## src/rtl/imem_loader_pkg.sv

```systemverilog
// imem_loader_pkg: shared FSM encoding and word-to-byte address shift
package imem_loader_pkg;

    localparam logic [1:0] ST_IDLE  = 2'd0;
    localparam logic [1:0] ST_LOAD  = 2'd1;
    localparam logic [1:0] ST_WRITE = 2'd2;
    localparam logic [1:0] ST_DONE  = 2'd3;

    localparam int WORD_SHIFT = 2;

endpackage

```

## src/rtl/imem_loader_byte_packer.sv

```systemverilog
// imem_loader_byte_packer: assembles four little-endian bytes into a 32-bit word
module imem_loader_byte_packer (
    input  logic        clk,
    input  logic        reset,
    input  logic        clear,
    input  logic        take,
    input  logic [7:0]  byte_data,
    output logic [31:0] word,
    output logic [1:0]  lane,
    output logic        word_full
);

    assign word_full = take && (lane == 2'd3);

    // Store each accepted byte in its lane; lane wraps after the fourth byte.
    always_ff @(posedge clk) begin
        if (reset) begin
            word <= '0;
            lane <= '0;
        end else if (clear) begin
            lane <= '0;
        end else if (take) begin
            word[{lane, 3'b000} +: 8] <= byte_data;
            lane                      <= lane + 2'd1;
        end
    end

endmodule

```

## src/rtl/imem_loader.sv

```systemverilog
// imem_loader: loads a byte stream into instruction memory as sequential 32-bit words
module imem_loader
    import imem_loader_pkg::*;
#(
    parameter int DEPTH  = 16,
    parameter int ADDR_W = $clog2(DEPTH)
) (
    input  logic              clk,
    input  logic              reset,
    input  logic              start,
    input  logic [ADDR_W:0]   num_words,
    input  logic              byte_valid,
    input  logic [7:0]        byte_data,
    output logic              byte_ready,
    output logic              imem_we,
    output logic [31:0]       imem_addr,
    output logic [31:0]       imem_wdata,
    output logic              busy,
    output logic              done,
    output logic [ADDR_W:0]   words_written
);

    localparam logic [ADDR_W:0] FULL = (ADDR_W + 1)'(DEPTH);

    logic [1:0]        state;
    logic [ADDR_W-1:0] word_idx;
    logic [ADDR_W:0]   target;
    logic [ADDR_W:0]   target_in;
    logic [1:0]        lane;
    logic              launch;
    logic              take;
    logic              word_full;

    assign launch     = start && (state == ST_IDLE || state == ST_DONE);
    assign target_in  = (num_words == '0 || num_words > FULL) ? FULL : num_words;
    assign byte_ready = (state == ST_LOAD);
    assign take       = byte_valid && byte_ready;
    assign busy       = (state == ST_LOAD) || (state == ST_WRITE);
    assign done       = (state == ST_DONE);
    assign imem_addr  = 32'(word_idx) << WORD_SHIFT;

    imem_loader_byte_packer u_packer (
        .clk       (clk),
        .reset     (reset),
        .clear     (launch),
        .take      (take),
        .byte_data (byte_data),
        .word      (imem_wdata),
        .lane      (lane),
        .word_full (word_full)
    );

    // Session FSM with word address and completion counters.
    always_ff @(posedge clk) begin
        if (reset) begin
            state         <= ST_IDLE;
            word_idx      <= '0;
            words_written <= '0;
            target        <= '0;
            imem_we       <= 1'b0;
        end else begin
            imem_we <= word_full;
            case (state)
                ST_IDLE, ST_DONE: if (start) begin
                    state         <= ST_LOAD;
                    target        <= target_in;
                    word_idx      <= '0;
                    words_written <= '0;
                end
                ST_LOAD: if (word_full) state <= ST_WRITE;
                ST_WRITE: begin
                    word_idx      <= word_idx + 1'b1;
                    words_written <= words_written + 1'b1;
                    state         <= (words_written + 1'b1 == target) ? ST_DONE : ST_LOAD;
                end
                default: state <= ST_IDLE;
            endcase
        end
    end

endmodule

```

## config.mk

```make
export PLATFORM = sky130hd
export DESIGN_NAME = imem_loader
export DESIGN_NICKNAME = d
export VERILOG_FILES = /design/src/rtl/imem_loader_pkg.sv /design/src/rtl/imem_loader_byte_packer.sv /design/src/rtl/imem_loader.sv
export SDC_FILE = /design/constraint.sdc
export NUM_CORES = 1
export LEC_CHECK = 0
export CAP_MARGIN = 10
export CORE_AREA = 3 3 79 119
export DETAILED_ROUTE_END_ITERATION = 8
export DIE_AREA = 0 0 82 122
export PLACE_DENSITY_LB_ADDON = 0.2
export SYNTH_ARGS = -nofsm -noshare
export SYNTH_HDL_FRONTEND = slang
export SYNTH_SLANG_ARGS = --single-unit
```

## constraint.sdc

```tcl
create_clock -name clk -period 3.5 [get_ports clk]
set_input_delay 0.7 -clock clk [delete_from_list [all_inputs] [get_ports clk]]
set_output_delay 0.7 -clock clk [all_outputs]
set_load 0.01 [all_outputs]
```

==> metrics.txt <==
status complete, no violations; n_diodes 0; Worst Tran Pin Value 0.7248 ns; max cap viols 0; DRC Markers 0; Total GRT Usage 12.63%; Avg Synthesized Cell Area 8.233 µm²; FFs w/ async S/R, synth 0%; share of layout cells above drive strength 1 4.683%; Final Cycle Share between 70% and 80%; multi-input logic area 1309 µm²; routability cong. 0.7414; WL met2 3196 µm; hold buffers post-CTS 0; Worst-Skew Late Latency around 0.29 ns; total core area 8413 µm²; min Tclk post-route 2.492 ns; total number of vias 2142; fin worst setup slack 1.008 ns; initial antenna violation count 0; Setup WS pre-CTS around 1.1 ns; Overflow after GRT 0; TritonCTS Buffers 5; Pwr Density ~400 nW/µm²; CTS tree built; post-DR wirelength/cell 13.41 µm; CTS sink count 51; Routed Antenna Nets 0; IR drop worst, VDD 0.0001630 V; Rows 41; Critical Path Source Type register; Unique masters post-synth 37; I/O pin total 90; Synth Register Bits 51; vias in the first global route 1988; cell with the most instances after synthesis dfxtp_1; met1 WL 2601 µm; number of detailed-route iterations in the first pass 4; Achievable Freq 401.3 MHz; Finished Core Util about two fifths; count of pins over their slew limit 0; root buffer cell clkbuf_16; final setup violation count 0; first-pass GRT wire length ~9800 µm; Worst Path Arrival approximately 1.8 ns; Reg area 1021 µm²; Worst Path Required around 2.8 ns; post-CTS setup buffer count 0; sum of negative setup slack 0 ns; crit path kind reg2out; Die Ht 122 µm; RSZ-0062 raised after global routing false; final non-filler cell area 3281 µm²; Synth area leader dfxtp_1; crit end category output pin; post-DP HPWL ~4800 µm; clock-pin slew on the worst setup and hold paths roughly 0.060 ns; Post-synth top cells dfxtp_1, a21oi_1, nand2_1, nand3_1, buf_4; Die ar. between 10000 and 15000 µm²; top cell type's share of synthesized area about two fifths; # H-tree levels 2; top routing layer used met4; clk_skew 0.005890 ns; metal3 WL 397 µm; Fin. Hold Viols 0; Longest Clk Path Bufs 2; initial core utilization 30.04%; nets 391; Cells after Synth 307; Max-Slew Margin vs Limit ~51%; Worst Hold Class reg2reg; Post-synth EDFFs 0; Leak Pwr 0.001177 µW; initial DRC count 80; PortBufs 61; register area share after synthesis 40.40%; Routed WL 6305 µm; Synth warnings 0; Main synth FF type dfxtp_1; Post-Syn Area 2527 µm²; largest net degree at the start of global routing 27; Via density between 4 and 5; crit path max fanout 9; Synth area leaders dfxtp_1, buf_4, a21oi_1, nand3_1, ha_1; fillcell total 898; die width 82 µm; Post-CTS Resized 0; dpl cell area 3112 µm²; Area growth syn-to-layout 29.80%
-- power by group --
| group | switching, µW | internal [µW] | leakage, µW | total, µW |
|---|---|---|---|---|
| Clock | 217 | 337 | 0.0000838 | 554 |
| Combinational | 101 | 59.7 | 0.000682 | 161 |
| Sequential | 9.16 | 591 | 0.000412 | 600 |
-- area by class of cell --
type | instances | area share (%)
multi-input cells | 235 | 39.89
clock buffers | 5 | 3.814
repair buffers | 63 | 19.07
flip-flops and latches | 51 | 31.12
well taps | 107 | 4.081
inverters | 6 | 0.6865
clock inverters | 3 | 1.335
-- worst max-delay path, stage by stage, from the launching register on --
cell             delay [ns]
dfxtp_1                0.40
inv_1                  0.06
ha_1                   0.41
inv_1                  0.09
clkdlybuf4s50_1        0.54
-- layer usage --
metal  vias to the layer above  global-route usage (%)
li1                       1105                       -
met1                       958                   14.49
met2                        70                   21.86
met3                         9                   3.476
met4                         0                   4.678
met5                         -                       0
-- placed cells by master, fill, tap and decap left out, types with 2 or more instances in the layout --
master           count
and3_1               4
ha_1                12
buf_4                2
inv_1                6
and3b_1              2
and2_1               5
nor3b_2              2
clkbuf_16            5
conb_1              28
nor2_1              12
clkdlybuf4s50_1     61
nor2b_1              4
nor3b_1              6
nor3_1               4
xnor2_1              5
nand2_1             40
o21ai_0              6
a21oi_1             44
or2_2                2
nand3_1             40
a211oi_1             3
a32oi_1              2
dfxtp_1             51
-- cells by family (layout without fill, tap and decap cells) --
kind of cell             Yosys count  in the layout  share of synthesized area [%]
multiplexers                       1              1                         0.3961
AO/OA/AOI/OAI                     60             60                          12.82
other                              1             28                         0.1484
buffers and inverters             48             77                          11.83
XOR/XNOR                           6              6                          2.079
flip-flops                        51             51                          40.40
adder cells (fa/ha/maj)           12             12                          5.940
AND/OR/NAND/NOR                  128            128                          26.39
-- state kept, by name (all words and copies together), names as in the netlist --
signal	count
target	5
state	2
word_idx	4
u_packer.word	32
words_written	5
imem_we	1
u_packer.lane	2
-- stage by stage --
stage | instances | hold slack, ns | total power (µW)
floorplan | 334 | 0.4756 | 735.5
global placement | 462 | 0.4424 | 773.8
detailed placement | 462 | 0.4460 | 775.1
CTS | 470 | 0.4560 | 1336
global route | 470 | 0.4688 | 1379
finish | 470 | 0.4508 | 1315
-- worst paths after layout --
check | start | end | slack [ns] | cells after the start
setup / recovery | state[0]$_SDFFE_PP0P_ | busy | 1.01 | 4
hold / removal | u_packer.word[12]$_SDFFE_PP0P_ | u_packer.word[12]$_SDFFE_PP0P_ | 0.45 | 2
setup reg to reg | u_packer.lane[0]$_SDFFE_PP0P_ | u_packer.word[23]$_SDFFE_PP0P_ | 1.52 | 5
hold reg to reg | u_packer.word[12]$_SDFFE_PP0P_ | u_packer.word[12]$_SDFFE_PP0P_ | 0.45 | 2
Note: power is estimated with default switching activity, not from simulation.
